===== src/rtl/anc_pkg.sv =====
// Shared constants for the ANC per-sample frame sequencer.
package anc_pkg;

    localparam int ANC_SAMPLE_W = 11;

    localparam logic [2:0] IDLE       = 3'd0;
    localparam logic [2:0] CAPTURE    = 3'd1;
    localparam logic [2:0] FILT_WAIT  = 3'd2;
    localparam logic [2:0] SAT        = 3'd3;
    localparam logic [2:0] ERR        = 3'd4;
    localparam logic [2:0] WUPD_ISSUE = 3'd5;
    localparam logic [2:0] WUPD_WAIT  = 3'd6;

endpackage


===== src/rtl/anc_seq_if.sv =====
// Control/status bundle between the ANC datapath and its per-sample sequencer.
interface anc_seq_if
    import anc_pkg::*;
#(
    parameter int FRAME_W = 16
) ();

    logic                    Enable;
    logic                    SampleStrobe;
    logic [ANC_SAMPLE_W-1:0] MicIn;
    logic                    FiltDone;
    logic                    WUpdDone;
    logic                    ClrStatus;
    logic [ANC_SAMPLE_W-1:0] MicSample;
    logic                    FiltStart;
    logic                    SatLatch;
    logic                    ErrLatch;
    logic                    WUpdStart;
    logic                    Busy;
    logic                    Overrun;
    logic                    Timeout;
    logic [FRAME_W-1:0]      FrameCount;
    logic [2:0]              State;

    modport slave (
        input  Enable, SampleStrobe, MicIn, FiltDone, WUpdDone, ClrStatus,
        output MicSample, FiltStart, SatLatch, ErrLatch, WUpdStart,
               Busy, Overrun, Timeout, FrameCount, State
    );

    modport master (
        output Enable, SampleStrobe, MicIn, FiltDone, WUpdDone, ClrStatus,
        input  MicSample, FiltStart, SatLatch, ErrLatch, WUpdStart,
               Busy, Overrun, Timeout, FrameCount, State
    );

endinterface


===== src/rtl/anc_edge_detect.sv =====
// Delay flop and rising-edge pulse for the filter-complete level.
module anc_edge_detect (
    input  logic Clk_100M,
    input  logic Reset,
    input  logic din,
    output logic rise
);

    logic dly;

    always_ff @(posedge Clk_100M) begin
        if (!Reset) dly <= 1'b0;
        else        dly <= din;
    end

    assign rise = din & ~dly;

endmodule


===== src/rtl/anc_sample_sequencer.sv =====
// Per-sample ANC frame sequencer: capture, filter, saturate, error, weight update.
// Optional wait-state abort timers are built when ANC_SEQ_TIMEOUT_EN is defined.
//
//  state      | meaning
//  IDLE       | waiting for an enabled sample strobe
//  CAPTURE    | sample captured, FiltStart pulsed
//  FILT_WAIT  | waiting for FiltDone rising edge
//  SAT        | SatLatch pulsed
//  ERR        | ErrLatch pulsed (after SAT: error stage reads the saturated value)
//  WUPD_ISSUE | WUpdStart pulsed
//  WUPD_WAIT  | waiting for WUpdDone, then frame counted
module anc_sample_sequencer
    import anc_pkg::*;
#(
    parameter int FILT_TIMEOUT = 2000,
    parameter int WUPD_TIMEOUT = 2000,
    parameter int TMO_W        = 12,
    parameter int FRAME_W      = 16
) (
    input  logic      Clk_100M,
    input  logic      Reset,
    anc_seq_if.slave  ifc
);

    if (FILT_TIMEOUT < 1 || FILT_TIMEOUT > (1 << TMO_W) ||
        WUPD_TIMEOUT < 1 || WUPD_TIMEOUT > (1 << TMO_W)) begin : gBadTimeout
        $error("anc_sample_sequencer: timeout limits do not fit TMO_W");
    end

    logic [2:0]              state;
    logic [ANC_SAMPLE_W-1:0] micSample;
    logic [FRAME_W-1:0]      frameCount;
    logic                    overrun;
    logic                    busy;
    logic                    filtRise;
    logic                    tmoHit;

    assign busy = (state != IDLE);

    anc_edge_detect uFiltEdge (
        .Clk_100M (Clk_100M),
        .Reset    (Reset),
        .din      (ifc.FiltDone),
        .rise     (filtRise)
    );

`ifdef ANC_SEQ_TIMEOUT_EN
    logic [TMO_W-1:0] tmoCnt;
    logic             inWait;
    logic             timeoutFlag;
    logic             timeoutSet;

    assign inWait = (state == FILT_WAIT) || (state == WUPD_WAIT);
    assign tmoHit = inWait && (tmoCnt == '0);
    // A done arriving on the limit cycle still completes the frame.
    assign timeoutSet = tmoHit && ((state == FILT_WAIT) ? !filtRise : !ifc.WUpdDone);

    always_ff @(posedge Clk_100M) begin
        if (!Reset)                         tmoCnt <= '0;
        else if (state == CAPTURE)          tmoCnt <= TMO_W'(FILT_TIMEOUT - 1);
        else if (state == WUPD_ISSUE)       tmoCnt <= TMO_W'(WUPD_TIMEOUT - 1);
        else if (inWait && tmoCnt != '0)    tmoCnt <= tmoCnt - 1'b1;
    end

    always_ff @(posedge Clk_100M) begin
        if (!Reset)             timeoutFlag <= 1'b0;
        else if (timeoutSet)    timeoutFlag <= 1'b1;
        else if (ifc.ClrStatus) timeoutFlag <= 1'b0;
    end

    assign ifc.Timeout = timeoutFlag;
`else
    assign tmoHit      = 1'b0;
    assign ifc.Timeout = 1'b0;
`endif

    always_ff @(posedge Clk_100M) begin
        if (!Reset) begin
            state      <= IDLE;
            micSample  <= '0;
            frameCount <= '0;
            overrun    <= 1'b0;
        end else begin
            case (state)
                IDLE: begin
                    if (ifc.SampleStrobe && ifc.Enable) begin
                        state     <= CAPTURE;
                        micSample <= ifc.MicIn;
                    end
                end
                CAPTURE:    state <= FILT_WAIT;
                FILT_WAIT: begin
                    if (filtRise)    state <= SAT;
                    else if (tmoHit) state <= IDLE;
                end
                SAT:        state <= ERR;
                ERR:        state <= WUPD_ISSUE;
                WUPD_ISSUE: state <= WUPD_WAIT;
                WUPD_WAIT: begin
                    if (ifc.WUpdDone) begin
                        state      <= IDLE;
                        frameCount <= frameCount + 1'b1;
                    end else if (tmoHit) begin
                        state <= IDLE;
                    end
                end
                default:    state <= IDLE;
            endcase

            // Busy includes the WUPD_WAIT exit cycle, so no back-to-back accept.
            if (ifc.SampleStrobe && busy) overrun <= 1'b1;
            else if (ifc.ClrStatus)       overrun <= 1'b0;
        end
    end

    assign ifc.MicSample  = micSample;
    assign ifc.FiltStart  = (state == CAPTURE);
    assign ifc.SatLatch   = (state == SAT);
    assign ifc.ErrLatch   = (state == ERR);
    assign ifc.WUpdStart  = (state == WUPD_ISSUE);
    assign ifc.Busy       = busy;
    assign ifc.Overrun    = overrun;
    assign ifc.FrameCount = frameCount;
    assign ifc.State      = state;

endmodule


===== src/flat_wrapper.sv =====
// flat-port wrapper written by rule: the top's interface ports become plain ports
module anc_sample_sequencer_flat import anc_pkg::*;
#(
    parameter int FILT_TIMEOUT = 2000,
    parameter int WUPD_TIMEOUT = 2000,
    parameter int TMO_W        = 12,
    parameter int FRAME_W      = 16
)
  (Clk_100M, Reset, ifc_Enable, ifc_SampleStrobe, ifc_MicIn, ifc_FiltDone, ifc_WUpdDone, ifc_ClrStatus, ifc_MicSample, ifc_FiltStart, ifc_SatLatch, ifc_ErrLatch, ifc_WUpdStart, ifc_Busy, ifc_Overrun, ifc_Timeout, ifc_FrameCount, ifc_State);
  anc_seq_if #(.FRAME_W(FRAME_W)) ifc_i ();
  input  logic Clk_100M;
  input  logic Reset;
  input wire logic [$bits(ifc_i.Enable)-1:0] ifc_Enable;
  input wire logic [$bits(ifc_i.SampleStrobe)-1:0] ifc_SampleStrobe;
  input wire logic [$bits(ifc_i.MicIn)-1:0] ifc_MicIn;
  input wire logic [$bits(ifc_i.FiltDone)-1:0] ifc_FiltDone;
  input wire logic [$bits(ifc_i.WUpdDone)-1:0] ifc_WUpdDone;
  input wire logic [$bits(ifc_i.ClrStatus)-1:0] ifc_ClrStatus;
  output wire logic [$bits(ifc_i.MicSample)-1:0] ifc_MicSample;
  output wire logic [$bits(ifc_i.FiltStart)-1:0] ifc_FiltStart;
  output wire logic [$bits(ifc_i.SatLatch)-1:0] ifc_SatLatch;
  output wire logic [$bits(ifc_i.ErrLatch)-1:0] ifc_ErrLatch;
  output wire logic [$bits(ifc_i.WUpdStart)-1:0] ifc_WUpdStart;
  output wire logic [$bits(ifc_i.Busy)-1:0] ifc_Busy;
  output wire logic [$bits(ifc_i.Overrun)-1:0] ifc_Overrun;
  output wire logic [$bits(ifc_i.Timeout)-1:0] ifc_Timeout;
  output wire logic [$bits(ifc_i.FrameCount)-1:0] ifc_FrameCount;
  output wire logic [$bits(ifc_i.State)-1:0] ifc_State;
  assign ifc_i.Enable = ifc_Enable;
  assign ifc_i.SampleStrobe = ifc_SampleStrobe;
  assign ifc_i.MicIn = ifc_MicIn;
  assign ifc_i.FiltDone = ifc_FiltDone;
  assign ifc_i.WUpdDone = ifc_WUpdDone;
  assign ifc_i.ClrStatus = ifc_ClrStatus;
  assign ifc_MicSample = ifc_i.MicSample;
  assign ifc_FiltStart = ifc_i.FiltStart;
  assign ifc_SatLatch = ifc_i.SatLatch;
  assign ifc_ErrLatch = ifc_i.ErrLatch;
  assign ifc_WUpdStart = ifc_i.WUpdStart;
  assign ifc_Busy = ifc_i.Busy;
  assign ifc_Overrun = ifc_i.Overrun;
  assign ifc_Timeout = ifc_i.Timeout;
  assign ifc_FrameCount = ifc_i.FrameCount;
  assign ifc_State = ifc_i.State;
  anc_sample_sequencer #(.FILT_TIMEOUT(FILT_TIMEOUT), .WUPD_TIMEOUT(WUPD_TIMEOUT), .TMO_W(TMO_W), .FRAME_W(FRAME_W)) u_core (.Clk_100M(Clk_100M), .Reset(Reset), .ifc(ifc_i));
endmodule

===== config.mk =====
export PLATFORM = sky130hd
export DESIGN_NAME = anc_sample_sequencer_flat
export DESIGN_NICKNAME = d
export VERILOG_FILES = /design/src/rtl/anc_pkg.sv /design/src/rtl/anc_seq_if.sv /design/src/rtl/anc_edge_detect.sv /design/src/rtl/anc_sample_sequencer.sv /design/src/flat_wrapper.sv
export SDC_FILE = /design/constraint.sdc
export NUM_CORES = 1
export LEC_CHECK = 0
export CORE_ASPECT_RATIO = 0.9
export CORE_UTILIZATION = 42
export CTS_CLUSTER_SIZE = 20
export DETAILED_ROUTE_END_ITERATION = 8
export PLACE_DENSITY = 0.77
export SYNTH_ARGS = -nofsm -noshare
export SYNTH_HDL_FRONTEND = slang
export SYNTH_HIERARCHICAL = 1
export SYNTH_SLANG_ARGS = --single-unit
export TNS_END_PERCENT = 1

===== constraint.sdc =====
create_clock -name Clk_100M -period 2.1 [get_ports Clk_100M]
set_input_delay 0.42 -clock Clk_100M [delete_from_list [all_inputs] [get_ports Clk_100M]]
set_output_delay 0.42 -clock Clk_100M [all_outputs]
set_load 0.02 [all_outputs]

# Yosys cells after proc, flatten, opt, wreduce, memory -nomap -nowiden
# Index checks and enable logic that the tools add are counted.
[word_totals]
wordCells = 31
ff_bits = 32
input_bits = 18
output_inout_bits = 37
[op_classes]
n_addsub = 1
bitwise_logic = 2
n_eq_ne = 9
mux = 6
n_reduce_logical = 8
[ops]
columns = ["op", "n"]
rows = [
  ["$pmux W3 S7", 1],
  ["$add A16 B1 Y16 const B", 1],
  ["$eq A3 B3 Y1 const B", 3],
  ["$mux W3", 3],
  ["$eq A3 B2 Y1 const B", 2],
  ["$ne A2 B1 Y1 const B", 2],
  ["$reduce_and A2 Y1", 2],
  ["$eq A3 B1 Y1 const B", 1],
  ["$logic_not A3 Y1", 1],
  ["$reduce_and A3 Y1", 1],
  ["$reduce_bool A3 Y1", 1],
  ["$logic_and A1 B1 Y1", 2],
  ["$mux W1", 2],
  ["$ne A2 B2 Y1 const B", 1],
  ["$reduce_bool A2 Y1", 1],
  ["$and A1 B1 Y1", 1],
  ["$not A1 Y1", 1],
]

# Depth between registers and ports, before layout
[logic_depth]
ltp_word = 4
depth_mapped = 6
depth_no_buf = 5

# Cells and area by module
# The synthesis kept the hierarchy.
[modules_own_cells]
columns = ["mod", "seq_area_each_um2", "cells_per_inst", "area_per_inst_um2", "instances"]
rows = [
  ["anc_sample_sequencer", 620.6, 164, 1331.3, 1],
  ["anc_edge_detect", 20.0, 3, 40.0, 1],
]

# Least setup slack after synthesis
# No wires, ideal clock.
[synth_path]
kind = "reg-to-reg"
start = "register u_core.state[1], in the netlist u_core/ifc.State[1]"
end = "register u_core.frameCount[14], in the netlist u_core/ifc.FrameCount[14]"
slack_ns = 0.282
t_arrival_ns = 1.748
n_path_buf = 1
period_less_slack_ns = 1.818
path_stages_with_launch = 6
t_required_ns = 2.030
setup_ns = 0.070
path_cell_list = "dfxtp_1 -> buf_2 -> nand4b_4 -> or4_4 -> or3_1 -> a21oi_1"
[synth_between]
elab_chain_cells = 2
[synth_rtl]
columns = ["element", "line", "text"]
rows = [
  ["start, declared", "anc_sample_sequencer.sv:30", "logic [2:0] state;"],
  ["start signal, assigned", "anc_sample_sequencer.sv:79", "state <= IDLE;"],
  ["start signal, assigned", "anc_sample_sequencer.sv:87", "state <= CAPTURE;"],
  ["start signal, assigned", "anc_sample_sequencer.sv:91", "CAPTURE: state <= FILT_WAIT;"],
  ["$eq A3 B3 Y1", "anc_sample_sequencer.sv:84", "case (state)"],
  ["$reduce_and A2 Y1 (no source line)", "n/a", ""],
  ["end signal, assigned", "anc_sample_sequencer.sv:102", "frameCount <= frameCount + 1'b1;"],
  ["end, declared", "anc_sample_sequencer.sv:32", "logic [FRAME_W-1:0] frameCount;"],
]
# No other way between the ends.
# A chain may end at the register's enable or synchronous reset.

# Final worst setup path
[layout_path]
start = "register u_core.state[1], in the netlist u_core/ifc.State[1]"
end = "output port ifc_WUpdStart"
[layout_between]
elab_chain_cells = 1
[layout_rtl]
columns = ["element", "line", "text"]
rows = [
  ["$eq A3 B3 Y1", "anc_sample_sequencer.sv:120", "assign ifc.WUpdStart = (state == WUPD_ISSUE);"],
  ["end, declared", "flat_wrapper.sv:23", "output wire logic [$bits(ifc_i.WUpdStart)-1:0] ifc_WUpdStart;"],
]
# No other way between the ends.

==> impl_metrics.ini <==
[outcome]
status = finished clean

[logic_synthesis]
yosysUniqueCellTypes = 28
ys_seq_area_frac = 0.467
syn_area_um2 = 1370
async_flop_share = 0
synth.avg_cell_area_um2 = 8.21
yosysWarnings = 6
syn_inst = 167
synth_top_area_share = 0.467
syn-num-nets = 186
synthTopCellsByArea = dfxtp_1 (47%), a21oi_1 (8.0%), nand2_1 (7.7%)
synthFlopType = dfxtp_1
synth_largest_area_cell = dfxtp_1
synth_edf_count = 0
ys_ff_latch = 32
yosysMostFrequentCell = dfxtp_1
synthTopCellsByCount = dfxtp_1 (32), nand2_1 (28), a21oi_1 (22)

[timing]
fin_ws_ns = 0.0800
setup_violations = 0
fin_worst_skew_ns = 0.00363
fin_setup_tns_ns = 0
fmax_mhz = 495
fin_crit_ns = 2.02
hold_viol = 0
slew_violations = 0
post-route-period-util = 0.962
rsz0062_at_grt = false
whs_ns = 0.460

[cts]
cts_tree = yes
cts.sinks = 32
hold_buffers = 0
clockRootBuffer = clkbuf_4
cts_buffer_depth = 2
insertion_delay_ns = 0.31
post_cts_buffers = 0
path_clk_slew_ns = 0.09
cts_max_level = 2
cts_buffers = 5

[global_route]
antenna_found_initial = 0
grt_pass1_vias = 1296
track_usage = 0.188
grt.overflow.total = 0
grt_pass1_wl_um = 5260
grt_max_degree = 32

[finish]
final_cells = 264
final_net_count = 240
antenna_cells = 0
drive_gt1_frac = 0.0766
final_core_util = 0.647
final_area_um2 = 2000
syn2layout_area_growth_pct = 45.8

[floorplanning]
io_pins = 55
rows = 19
core_um2 = 3090
dieHeight_um = 56.2
die-area_um2 = 3500
start_util = 0.444
die_w_um = 62.2

[critical_path]
rrSetupSlack_ns = 0.28
r2r_end = u_core/ifc.FrameCount[12]
cp-endpoint = ifc_WUpdStart
cp-end-kind = output port
crit_buf_inv = 2
critical_path.slowest_cell = clkdlybuf4s50_1
cp_cell_sequence = inv_1 > and3_2 > clkdlybuf4s50_1
crit_required_ns = 1.68
reg2reg_depth = 5
crit_fanout = 10
crit_start = u_core/ifc.State[1]
cp.arrival_ns = 1.60
critPathKind = flop to output port
path_depth = 3
r2r-start = u_core/ifc.FrameCount[0]
slowest_delay_ns = 0.53
start_kind = flop
critical-path-top-delay-family = buffers and inverters

[placement]
gp_congestion = 0.805
dpl.cell_count = 256
place_area_um2 = 1930
dp_hpwl_um = 2340
portBuffers = 53
preCtsSetupSlack_ns = -0.102

[hold_path]
hp-start = u_core/ifc.MicSample[5]
hold_path.class = flop to flop

[power]
power_density_nw_per_um2 = 574
comb_power_share = 0.133
vdd_drop_max_mv = 0.458
p_int_mw = 0.867
net-switching-power_mw = 0.280
swShare = 0.244
p_seq_frac = 0.556
clockPowerShare = 0.311
cellLeakagePower_nw = 0.748
total_power_mw = 1.15

[routing]
drtIter0Drc = 65
wire_per_inst_um = 11.9
drc = 0
ant_nets = 0
routed_wl_um = 3140
drt_pass1_iterations = 4
routed_via_density = 5.04
vias = 1331

[flow_run]
max-cap-violations = 0
worst register-to-register path, stage by stage, from the launching register on:
cell	delay, ns
dfxtp_1	0.44
ha_1	0.23
nand3_1	0.14
or4_4	0.47
or3_1	0.33
a21oi_1	0.14
power groups by stage:
stage               Sequential, mW  Combinational, mW  Clock (mW)
finish                       0.638              0.153       0.357
CTS                          0.638              0.153       0.368
detailed placement           0.651              0.152           0
floorplan                    0.664             0.0619           0
global route                 0.641              0.165       0.399
global placement             0.650              0.150           0
final cells by class:
type	instances	area, um^2
flip-flops and latches	32	644
well taps	42	52.6
clock buffers	8	58.8
fillers	278	1090
multi-input cells	120	669
repair buffers	56	552
inverters	6	22.5
layer usage:
| metal | up-vias | GRT usage | part of all wire | wire [um] |
|---|---|---|---|---|
| li1 | 671 | - | - | - |
| met1 | 603 | 0.237 | 0.44 | 1390 |
| met2 | 51 | 0.290 | 0.48 | 1520 |
| met3 | 6 | 0.0512 | 0.062 | 194 |
| met4 | 0 | 0.103 | 0.012 | 37 |
| met5 | - | 0 | 0 | 0 |
cells in the final DEF, fill, tap and decap left out, types with 2 or more instances in the layout:
cell,synthesis,layout
buf_4,2,3
nor3_1,6,5
nand4_1,5,5
clkdlybuf4s50_1,0,52
and2_1,2,2
or3_1,6,6
a21oi_1,22,22
nand3_1,6,6
nor2_1,13,13
xnor2_1,5,5
o21ai_0,7,7
and3_1,4,4
and4_1,2,2
clkbuf_1,5,2
dfxtp_2,0,3
inv_1,6,6
nand2_1,28,28
clkbuf_4,0,5
xor2_1,4,4
dfxtp_1,32,29
sequential cells by signal (all words and copies together), names as in the netlist:
| name | count |
|---|---|
| u_core/ifc.MicSample | 11 |
| u_core/ifc.FrameCount | 16 |
| u_core/uFiltEdge/dly | 1 |
| u_core/ifc.Overrun | 1 |
| u_core/ifc.State | 3 |
repair_timing:
| action | in CTS | in global routing |
|---|---|---|
| setup endpoints to repair | 5 | 4 |
| resized for setup | 3 | 2 |
| hold endpoints to repair | 0 | 0 |
cell families after synthesis:
group | share of synthesized area
adder cells (fa/ha/maj) | 0.00912
other | 0.00273
AO/OA/AOI/OAI | 0.116
XOR/XNOR | 0.0575
AND/OR/NAND/NOR | 0.299
buffers and inverters | 0.0484
flip-flops | 0.467
how the worst min path moves through the flow:
stage / endpoint / cells past startpoint / slack, ns
floorplan: u_core/ifc.MicSample[0] / 2 / 0.53
global placement: u_core/ifc.MicSample[0] / 2 / 0.44
detailed placement: u_core/ifc.MicSample[9] / 2 / 0.45
CTS: u_core/ifc.MicSample[9] / 2 / 0.46
global route: u_core/ifc.MicSample[4] / 2 / 0.49
finish: u_core/ifc.MicSample[5] / 2 / 0.46
No activity file was read; power rests on OpenSTA's default activity.
